==> config.mk <==
export PLATFORM = sky130hd
export DESIGN_NAME = flash_sample_streamer
export DESIGN_NICKNAME = d
export VERILOG_FILES = /design/src/rtl/flash_stream_pkg.sv /design/src/rtl/sync_fifo.sv /design/src/rtl/flash_sample_streamer.sv
export SDC_FILE = /design/constraint.sdc
export NUM_CORES = 1
export LEC_CHECK = 0
export ABC_AREA = 1
export CORE_MARGIN = 1.5
export CORE_UTILIZATION = 52
export CTS_CLUSTER_SIZE = 28
export DETAILED_ROUTE_END_ITERATION = 16
export PLACE_DENSITY = 0.77
export SLEW_MARGIN = 20
export SYNTH_ARGS = -nofsm -noshare
export SYNTH_HDL_FRONTEND = slang
export SYNTH_SLANG_ARGS = --single-unit
==> constraint.sdc <==
create_clock -name clk -period 3.1 [get_ports clk]
set_input_delay 0.62 -clock clk [delete_from_list [all_inputs] [get_ports clk]]
set_output_delay 0.62 -clock clk [all_outputs]
set_load 0.005 [all_outputs]
==> src/rtl/flash_stream_pkg.sv <==
// Shared types and defaults for the flash sample streamer.
package flash_stream_pkg;

   typedef enum logic [1:0] {
      IDLE = 2'd0,
      REQ  = 2'd1,
      WAIT = 2'd2
   } rd_state_t;

   localparam int DEF_START_ADDR = 0;
   localparam int DEF_END_ADDR   = 'h7FFFF;

   function automatic int lanes(input int word_w, input int sample_w);
      return word_w / sample_w;
   endfunction

endpackage

==> src/rtl/sync_fifo.sv <==
// Prefetch FIFO: head word visible combinationally, one-cycle push/pop, registered count and flags.
// Push is refused when full unless a pop happens in the same cycle; flush empties it in one cycle.
module sync_fifo #(
   parameter int WIDTH = 33,
   parameter int DEPTH = 4,
   localparam int PTR_W = $clog2(DEPTH),
   localparam int CNT_W = PTR_W + 1
) (
   input  logic             clk,
   input  logic             reset,
   input  logic             flush_i,
   input  logic             push_i,
   input  logic [WIDTH-1:0] push_dat_i,
   input  logic             pop_i,
   output logic [WIDTH-1:0] head_dat_o,
   output logic [CNT_W-1:0] count_o,
   output logic             empty_o
);

   logic [WIDTH-1:0] mem_q [DEPTH];
   logic [PTR_W-1:0] wr_ptr_q, rd_ptr_q;
   logic [CNT_W-1:0] count_q, count_d;
   logic             full_q, empty_q;
   logic             do_push, do_pop;

   assign do_push = push_i && (!full_q || pop_i);
   assign do_pop  = pop_i && !empty_q;

   always_comb begin
      count_d = count_q;
      if (do_push && !do_pop) begin
         count_d = count_q + CNT_W'(1);
      end else if (do_pop && !do_push) begin
         count_d = count_q - CNT_W'(1);
      end
   end

   always_ff @(posedge clk) begin
      if (reset || flush_i) begin
         wr_ptr_q <= '0;
         rd_ptr_q <= '0;
         count_q  <= '0;
         full_q   <= 1'b0;
         empty_q  <= 1'b1;
      end else begin
         if (do_push) wr_ptr_q <= wr_ptr_q + PTR_W'(1);
         if (do_pop)  rd_ptr_q <= rd_ptr_q + PTR_W'(1);
         count_q <= count_d;
         full_q  <= (count_d == CNT_W'(DEPTH));
         empty_q <= (count_d == '0);
      end
   end

   always_ff @(posedge clk) begin
      if (do_push) mem_q[wr_ptr_q] <= push_dat_i;
   end

   assign head_dat_o = mem_q[rd_ptr_q];
   assign count_o    = count_q;
   assign empty_o    = empty_q;

endmodule

==> src/rtl/flash_sample_streamer.sv <==
// Prefetches flash words (one read outstanding, address wraps between bounds) and emits one lane per tick.
// Tick to audio strobe is one registered cycle; empty FIFO on a tick raises underrun, flash stalls hold the read.
module flash_sample_streamer
   import flash_stream_pkg::*;
#(
   parameter int SAMPLE_W   = 16,
   parameter int WORD_W     = 32,
   parameter int ADDR_W     = 23,
   parameter int START_ADDR = DEF_START_ADDR,
   parameter int END_ADDR   = DEF_END_ADDR,
   parameter int FIFO_DEPTH = 4
) (
   input  logic                clk,
   input  logic                reset,
   input  logic                pause,
   input  logic                reverse,
   input  logic                restart,
   input  logic                sample_tick,
   input  logic                flsh_waitrequest,
   output logic                flsh_read,
   output logic [ADDR_W-1:0]   flsh_address,
   input  logic [WORD_W-1:0]   flsh_readdata,
   input  logic                flsh_readdatavalid,
   output logic [WORD_W/8-1:0] flsh_byteenable,
   output logic                audio_enable,
   output logic [SAMPLE_W-1:0] audio_out,
   output logic                underrun
);

   localparam int LANES  = lanes(WORD_W, SAMPLE_W);
   localparam int LANE_W = $clog2(LANES);
   localparam int CNT_W  = $clog2(FIFO_DEPTH) + 1;
   localparam logic [ADDR_W-1:0] START_A   = ADDR_W'(START_ADDR);
   localparam logic [ADDR_W-1:0] END_A     = ADDR_W'(END_ADDR);
   localparam logic [LANE_W-1:0] LAST_LANE = LANE_W'(LANES - 1);

   rd_state_t           rd_q, rd_d;
   logic [ADDR_W-1:0]   addr_q, addr_d;
   logic                dir_q, dir_d;
   logic                drop_q, drop_d;
   logic [LANE_W-1:0]   lane_q, lane_d;
   logic [SAMPLE_W-1:0] audio_q, audio_d;
   logic                audio_en_q, audio_en_d;
   logic                underrun_q, underrun_d;

   logic                fifo_push, fifo_pop, fifo_empty;
   logic [WORD_W:0]     fifo_head;
   logic [CNT_W-1:0]    fifo_cnt;
   logic [WORD_W-1:0]   head_word;
   logic                head_rev;
   logic [LANE_W-1:0]   lane_sel;
   logic                accept, tick_go;

   assign accept  = (rd_q == REQ) && !flsh_waitrequest;
   assign tick_go = sample_tick && !pause && !restart;

   always_comb begin
      rd_d      = rd_q;
      addr_d    = addr_q;
      dir_d     = dir_q;
      drop_d    = drop_q;
      fifo_push = 1'b0;
      case (rd_q)
         IDLE: if (fifo_cnt < CNT_W'(FIFO_DEPTH)) rd_d = REQ;
         REQ: begin
            if (accept) begin
               rd_d  = WAIT;
               dir_d = reverse;
               if (reverse) addr_d = (addr_q == START_A) ? END_A : addr_q - ADDR_W'(1);
               else         addr_d = (addr_q == END_A) ? START_A : addr_q + ADDR_W'(1);
            end
         end
         WAIT: begin
            if (flsh_readdatavalid) begin
               rd_d      = IDLE;
               fifo_push = !drop_q;
               drop_d    = 1'b0;
            end
         end
         default: rd_d = IDLE;
      endcase
      if (restart) begin
         addr_d    = reverse ? END_A : START_A;
         fifo_push = 1'b0;
         // A read accepted in the restart cycle still owes a data beat, so it is waited out and dropped.
         if ((rd_q == WAIT && !flsh_readdatavalid) || accept) begin
            rd_d   = WAIT;
            drop_d = 1'b1;
         end else begin
            rd_d   = IDLE;
            drop_d = 1'b0;
         end
      end
   end

   assign head_word = fifo_head[WORD_W-1:0];
   assign head_rev  = fifo_head[WORD_W];
   assign lane_sel  = head_rev ? (LAST_LANE - lane_q) : lane_q;

   always_comb begin
      lane_d     = lane_q;
      audio_d    = audio_q;
      audio_en_d = 1'b0;
      underrun_d = 1'b0;
      fifo_pop   = 1'b0;
      if (restart) begin
         lane_d = '0;
      end else if (tick_go) begin
         if (fifo_empty) begin
            underrun_d = 1'b1;
         end else begin
            audio_d    = head_word[lane_sel*SAMPLE_W +: SAMPLE_W];
            audio_en_d = 1'b1;
            if (lane_q == LAST_LANE) begin
               fifo_pop = 1'b1;
               lane_d   = '0;
            end else begin
               lane_d = lane_q + LANE_W'(1);
            end
         end
      end
   end

   always_ff @(posedge clk) begin
      if (reset) begin
         rd_q       <= IDLE;
         addr_q     <= START_A;
         dir_q      <= 1'b0;
         drop_q     <= 1'b0;
         lane_q     <= '0;
         audio_q    <= '0;
         audio_en_q <= 1'b0;
         underrun_q <= 1'b0;
      end else begin
         rd_q       <= rd_d;
         addr_q     <= addr_d;
         dir_q      <= dir_d;
         drop_q     <= drop_d;
         lane_q     <= lane_d;
         audio_q    <= audio_d;
         audio_en_q <= audio_en_d;
         underrun_q <= underrun_d;
      end
   end

   sync_fifo #(
      .WIDTH(WORD_W + 1),
      .DEPTH(FIFO_DEPTH)
   ) u_fifo (
      .clk       (clk),
      .reset     (reset),
      .flush_i   (restart),
      .push_i    (fifo_push),
      .push_dat_i({dir_q, flsh_readdata}),
      .pop_i     (fifo_pop),
      .head_dat_o(fifo_head),
      .count_o   (fifo_cnt),
      .empty_o   (fifo_empty)
   );

   assign flsh_read       = (rd_q == REQ);
   assign flsh_address    = addr_q;
   assign flsh_byteenable = '1;
   assign audio_enable    = audio_en_q;
   assign audio_out       = audio_q;
   assign underrun        = underrun_q;

endmodule

==> results of run 1 <==
[power by group]
part           internal, W  switching [W]
sequential         0.00272      0.0000592
clock              0.00123        0.00103
combinational     0.000196       0.000287
[final cells by class]
type                            count  area share
Clock buffer                       17      0.0393
Clock inverter                     15      0.0180
Inverter                          102      0.0354
Multi-Input combinational cell    716       0.320
Sequential cell                   189       0.472
Tap cell                          225      0.0260
Timing Repair Buffer               99      0.0897
[state kept, by name (all words and copies together), names as in the netlist, named ones only]
register         flops
flsh_address        23
dir_q                1
audio_enable         1
drop_q               1
u_fifo.wr_ptr_q      2
u_fifo.full_q        1
underrun             1
u_fifo.mem_q       132
u_fifo.empty_o       1
audio_out           16
u_fifo.rd_ptr_q      2
u_fifo.count_o       3
lane_q               1
rd_q                 2
[cells in the final DEF (no fill, tap or decap), types with 2 or more instances in the layout]
master,synthesis,final
nand2_2,3,3
nor3_1,6,6
nor2_2,11,11
o21ai_1,41,41
nor2_4,7,11
nand3_1,62,62
dfxtp_2,0,2
clkinvlp_4,0,2
nand2_1,184,184
xnor2_1,2,2
edfxtp_1,132,132
or2_2,3,3
nand3_2,2,2
inv_1,97,97
clkbuf_16,0,17
o32ai_1,16,16
inv_6,0,5
bufinv_16,0,2
xor2_1,11,11
a21oi_1,18,18
clkdlybuf4s50_1,0,81
o21ai_0,88,88
ha_1,9,9
a21oi_2,2,2
clkinv_8,0,3
nand4_1,13,13
inv_2,5,5
buf_12,0,2
nor2_1,219,215
dfxtp_1,57,55
nand3b_1,2,2
o211ai_1,2,2
o31ai_1,2,2
inv_8,0,2
conb_1,1,4
buf_4,7,16
[metrics by stage]
stage / hold slack (ps) / instances
6_report: 458 / 1363
3_5_place_dp: 451 / 1331
2_1_floorplan: 435 / 1060
3_3_place_gp: 442 / 1331
5_1_grt: 482 / 1363
4_1_cts: 461 / 1363
[worst max-delay path: stages]
cell	delay, ps
clkdlybuf4s50_1	440
inv_2	90
buf_4	200
nand3_1	150
inv_1	140
o21ai_1	330
nor2_4	200
buf_4	340
[cells by family (layout without fill, tap and decap cells)]
kind of cell	Yosys count	count (layout)	share of synthesized area
adders and majority gates	9	9	0.0122
and+or+nand+nor	517	517	0.240
xor gates and xnor gates	14	14	0.0153
DFF	189	189	0.554
other	1	4	0.000407
AOI/OAI and AO/OA	172	172	0.103
buffers and inverters	155	233	0.0751
[per-layer routing]
| layer | GRT usage | share of wire |
|---|---|---|
| met1 | 0.330 | 0.42 |
| met2 | 0.392 | 0.48 |
| met3 | 0.0488 | 0.081 |
| met4 | 0.0904 | 0.022 |
| met5 | 0 | 0 |
[final timing paths]
check                          start                  end  slack (ps)  depth (start not counted)
setup / recovery             restart  u_fifo.mem_q[3][28]         690                          8
hold / removal    u_fifo.rd_ptr_q[1]                 flop         460                          2
setup reg to reg                flop         audio_out[6]         950                         10
hold reg to reg   u_fifo.rd_ptr_q[1]                 flop         460                          2
==> results.toml, run 1 <==
[layout]
antenna_cells = 0
area_growth_pct = 17.4
drive_gt1_frac = 0.0835
stdcell_area_um2 = 10800
nNetsFinal = 1174
num-fill-cells = 1458
fin_util = 0.626
seqCellArea_um2 = 5110
multi_input_area_um2 = 3460

[hold_path]
hold_class = "flop to flop"

[synthesis]
synth_top_area_frac = 0.430
synth_seq_area_share = 0.554
post_synth.cell_area_avg_um2 = 8.72
synthCells = 1057
syn-cell-area_um2 = 9220
yosysMostFrequentCell = "nor2_1"
synth_edf_count = 132
post-synth-top-area-cell = "edfxtp_1"
ys_ff_latch = 189
synth-main-ff-cell = "edfxtp_1"
synth_cell_types = 41
synth_common_cells = "nor2_1, nand2_1, edfxtp_1, inv_1, o21ai_0"
ys_warn_count = 0
ys_async_sr_fraction = 0
synthTopCellsByArea = "edfxtp_1, dfxtp_1, nor2_1, nand2_1, o21ai_0"

[clock_network]
clk_pin_slew_ps = 70
cts-resized-gates = 0
cts_tree = "done"
clock_latency_ps = 430
cts_setup_buffers = 0
clock_sinks = 189
numCtsBuffers = 17
cts_buffer_depth = 2
cts_hold_buf = 0
htreeDepth = 4
clockRootBuffer = "clkbuf_16"

[grt]
grt_pass1_wl_mm = 34.9
grt_overflow = 0
grt_antenna_before_repair = 0
grt_max_degree = 65
grt_use_total = 0.245
grt_pass1_vias = 6883

[timing]
timing.slew.headroom = 0.337
setup_violations = 0
fmax_ghz = 0.414
timing.final.crit_share = 0.779
setup_tns_ps = 0
hold_viol = 0
rsz0062_at_grt = "no"
worst_pin_slew_ps = 988
finClkSkew_ps = 12.5
min_period_ps = 2410
slew_violations = 0
worst_slack_ps = 686

[place]
port-buffer-count = 81
dpl_worst_slack_ps = 251
gp_congestion = 0.954
hpwl_mm = 14.5
place_area_um2 = 10200

[outcome]
status = "complete, no violations"

[floorplan]
io_pins = 86
die_h_um = 136
fp-row-count = 48
dieArea_um2 = 18500
die_x_um = 136
initial_core_util = 0.533
core-area_um2 = 17300

[run]
maxCapViolations = 0

[critical_path]
worstSetupPathType = "primary input to flop"
worstPathArrival_ps = 2520
end_kind = "flop"
required_ps = 3200
startpoint_type = "primary input"
crit_path_max_fanout = 23

[route]
wl_per_cell_um = 15.9
wl_mm = 21.7
via_per_inst = 5.54
first_pass_iters = 5
drc = 0
ant_nets = 0
vias = 7547
initialDrtViolationCount = 629

[power_and_ir_drop]
ir_drop_uv = 374
p_leak_nw = 4.22
power_w = 0.00552
p_per_area_nw_per_um2 = 510
Power figures use the tool's default switching activity.
==> run 2: changes to the inputs <==
clock period = 2.07 ns   (was 3.1 ns; I/O delays follow)
==> results.toml, run 2 (synthesis gave the netlist of run 1 again) <==
[hold_path]
hold_class = "flop to flop"
holdPathStages = 2
min_to = "underrun"
min-delay-start = "u_fifo.empty_o"

[grt]
grt_use_total = 0.255
grt_pass1_vias = 7178
grt_pass1_wl_mm = 36.3
grt_overflow = 0
grt_antenna_before_repair = 0
grt_max_degree = 65

[clock_network]
clock_latency_ps = 440
htreeDepth = 4
cts_hold_buf = 0
cts_tree = "done"
cts_setup_buffers = 0
clk_pin_slew_ps = 70
clock_sinks = 189
cts-resized-gates = 0
cts_buffer_depth = 2
numCtsBuffers = 17
clockRootBuffer = "clkbuf_16"

[layout]
layout_commonest_cell = "nor2_1"
largest_register_ffs = 132
antenna_cells = 0
drive_gt1_frac = 0.114
nNetsFinal = 1208
top_register = "u_fifo.mem_q"
area_growth_pct = 21.0
final_cell_mix = "nor2_1, nand2_1, edfxtp_1"
final_cells = 1397

[critical_path]
worstPathArrival_ps = 1620
end_kind = "primary output"
crit_chain = "buf_4 > clkdlybuf4s50_1"
crit_family = "buffers and inverters"
r2r_cells = 10
slowest_delay_ps = 510
crit_path_max_fanout = 6
required_ps = 1660
startpoint_type = "flop"
cp_slowest_cell = "clkdlybuf4s50_1"
r2r_slack_ps = 130
r2r-end = "flsh_address[7]"
r2r_start = "flsh_address[0]"
crit_buf_inv = 2
worstSetupPathType = "flop to primary output"

[outcome]
status = "complete, no violations"

[timing]
hold_viol = 0
slew_violations = 0
setup_violations = 0
worst_pin_slew_ps = 506
timing.slew.headroom = 0.663
worst_slack_ps = 35.7
rsz0062_at_grt = "no"
timing.final.crit_share = 0.983
min_period_ps = 2030
finClkSkew_ps = 13.3
fmax_ghz = 0.492

[power_and_ir_drop]
p_leak_nw = 4.40
ir_drop_uv = 711
p_per_area_nw_per_um2 = 736

[route]
drc = 0
via_per_inst = 5.46
first_pass_iters = 5
vias = 7626
initialDrtViolationCount = 586
wl_per_cell_um = 16.2
wl_mm = 22.6
ant_nets = 0

[place]
hpwl_mm = 15.5
gp_congestion = 0.961
placedCellCount = 1365
port-buffer-count = 81
dpl_worst_slack_ps = -160

[floorplan]
fp-row-count = 48
initial_core_util = 0.533
die_h_um = 136
core-area_um2 = 17300
die_x_um = 136
io_pins = 86
dieArea_um2 = 18500

[run]
maxCapViolations = 0
run 2: worst max path at each step:
stage                                     end  cells after the start                from
after floorplan            u_fifo.mem_q[0][0]                      7             restart
after global placement    u_fifo.mem_q[0][16]                      8  flsh_readdatavalid
after detailed placement  u_fifo.mem_q[0][16]                      8  flsh_readdatavalid
after CTS                     flsh_address[2]                      1     flsh_address[2]
after global routing         flsh_address[13]                      2    flsh_address[13]
final                        flsh_address[13]                      2    flsh_address[13]
run 2: area by class of cell:
class                   instances  area (um2)
flip-flops and latches        189        5110
clock inverters                14         161
inverters                     102         383
multi-input cells             716        3470
repair buffers                133        1300
fillers                      1406        6150
clock buffers                  18         439
well taps                     225         282
run 2: per-layer routing:
metal	part of all wire	vias up	global-route usage
li1	-	3713	-
met2	0.48	303	0.421
met1	0.41	3561	0.325
met4	0.029	0	0.103
met5	0	-	0
met3	0.072	49	0.0570
run 2: tightest hold or removal path, delay by kind of cell (launching register included):
kind | cells | cell delay, ps
flops | 1 | 320
simple gates | 2 | 110
run 2: through the flow:
step                      area [um2]  setup TNS, ps  hold slack (ps)  utilization  power, W
after global placement         10500         -11230              451        0.610   0.00500
after global routing           11100              0              481        0.645   0.00848
after detailed placement       10500         -17550              458        0.610   0.00501
after CTS                      11100              0              470        0.644   0.00823
final                          11100              0              469        0.645   0.00821
after floorplan                 9270              0              435            -   0.00468
run 2: where the power goes:
part | leakage [nW] | switching, W | internal (W)
logic | 2.45 | 0.000465 | 0.000329
registers | 1.66 | 0.0000820 | 0.00407
clock network | 0.291 | 0.00160 | 0.00166
total | 4.40 | 0.00215 | 0.00606
==> run 3: changes to the inputs <==
PLACE_DENSITY = 0.76   (was 0.77)
SLEW_MARGIN = default   (was 20)
==> results.toml, run 3 (synthesis gave the netlist of run 1 again) <==
[place]
port-buffer-count = 81
gp_congestion = 0.947
hpwl_mm = 16.2
place_area_um2 = 10600
dpl_worst_slack_ps = -67.4

[timing]
finClkSkew_ps = 14.0
slew_violations = 0
worst_pin_slew_ps = 552
timing.slew.headroom = 0.632
setup_violations = 0
holdWs_ps = 467
worst_slack_ps = 44.4
min_period_ps = 2030
rsz0062_at_grt = "no"
hold_viol = 0
fmax_ghz = 0.494
timing.final.crit_share = 0.979

[critical_path]
crit_path_max_fanout = 5
required_ps = 1660
startpoint_type = "flop"
end_kind = "primary output"
worstSetupPathType = "flop to primary output"
worstPathArrival_ps = 1610

[route]
wl_mm = 22.9
initialDrtViolationCount = 748
wl_per_cell_um = 16.3
vias = 7652
first_pass_iters = 5
drc = 0
ant_nets = 0
via_per_inst = 5.44

[outcome]
status = "complete, no violations"

[power_and_ir_drop]
p_leak_nw = 4.45
p_per_area_nw_per_um2 = 733
swShare = 0.265
p_sw_w = 0.00218
ir_drop_uv = 620
combPwrFrac = 0.096
pwr-share-seq = 0.505
p_int_w = 0.00606
clkPwrFrac = 0.399

[grt]
grt_pass1_wl_mm = 36.7
grt_antenna_before_repair = 0
grt_pass1_vias = 7415
grt_max_degree = 43
grt_overflow = 0
grt_use_total = 0.258

[floorplan]
dieArea_um2 = 18500
core-area_um2 = 17300
io_pins = 86
die_h_um = 136
die_x_um = 136
fp-row-count = 48
initial_core_util = 0.533

[clock_network]
clock_latency_ps = 440
clock_sinks = 189
cts_tree = "done"
cts_buffer_depth = 2
htreeDepth = 4
cts_setup_buffers = 0
clk_pin_slew_ps = 80
clockRootBuffer = "clkbuf_16"
numCtsBuffers = 17

[layout]
antenna_cells = 0
largest_register_ffs = 132
stdcell_area_um2 = 11200
area_growth_pct = 21.8
nNetsFinal = 1217
top_register = "u_fifo.mem_q"
final_cell_mix = "nor2_1, nand2_1, edfxtp_1"
drive_gt1_frac = 0.123
layout_commonest_cell = "nor2_1"

[run]
maxCapViolations = 0

[hold_path]
hold_class = "flop to flop"
run 3: what timing repair did:
action / in CTS / in global routing
hold buffers: 0 / 0
endpoints found under the setup margin: 0 / 8
gates resized for setup: 0 / 6
run 3: metrics by stage:
stage           util  instances  power, W  TNS (ps)
3_3_place_gp   0.614       1374   0.00500      -983
5_1_grt        0.649       1406   0.00851         0
2_1_floorplan      -       1060   0.00468         0
4_1_cts        0.649       1406   0.00825         0
3_5_place_dp   0.614       1374   0.00501     -1860
6_report       0.649       1406   0.00824         0
run 3: cell type report:
type                       instances  area (um2)
sequential                       189        5110
clock inverter                    15         180
inverter                         102         383
fill                            1373        6070
timing repair buffer             142        1370
multi-input combinational        716        3480
tap                              225         282
clock buffer                      17         425
run 3: final timing paths:
kind | from | end | slack, ps | cells past startpoint
max | flsh_address[6] | flsh_address[6] | 40 | 2
min reg2reg | u_fifo.empty_o | underrun | 470 | 2
min | u_fifo.empty_o | underrun | 470 | 2
max reg2reg | flsh_address[0] | flsh_address[7] | 190 | 10
run 3: worst max-delay path: stages (launching register included):
cell and delay, ps:
dfxtp_1 470, buf_4 190, clkdlybuf4s50_1 500
run 3: per-layer routing:
layer | up-vias | share of wire | GRT usage
met5 | - | 0 | 0
met4 | 0 | 0.021 | 0.0963
met3 | 40 | 0.066 | 0.0436
met2 | 308 | 0.50 | 0.445
met1 | 3572 | 0.41 | 0.326
li1 | 3732 | - | -
run 3: power by group through the flow:
stage / combinational (W) / clock [W] / sequential (W)
after floorplan: 0.000485 / 0 / 0.00420
after global placement: 0.000765 / 0 / 0.00424
after detailed placement: 0.000777 / 0 / 0.00424
after CTS: 0.000783 / 0.00332 / 0.00415
after global routing: 0.000880 / 0.00347 / 0.00416
final: 0.000793 / 0.00329 / 0.00416
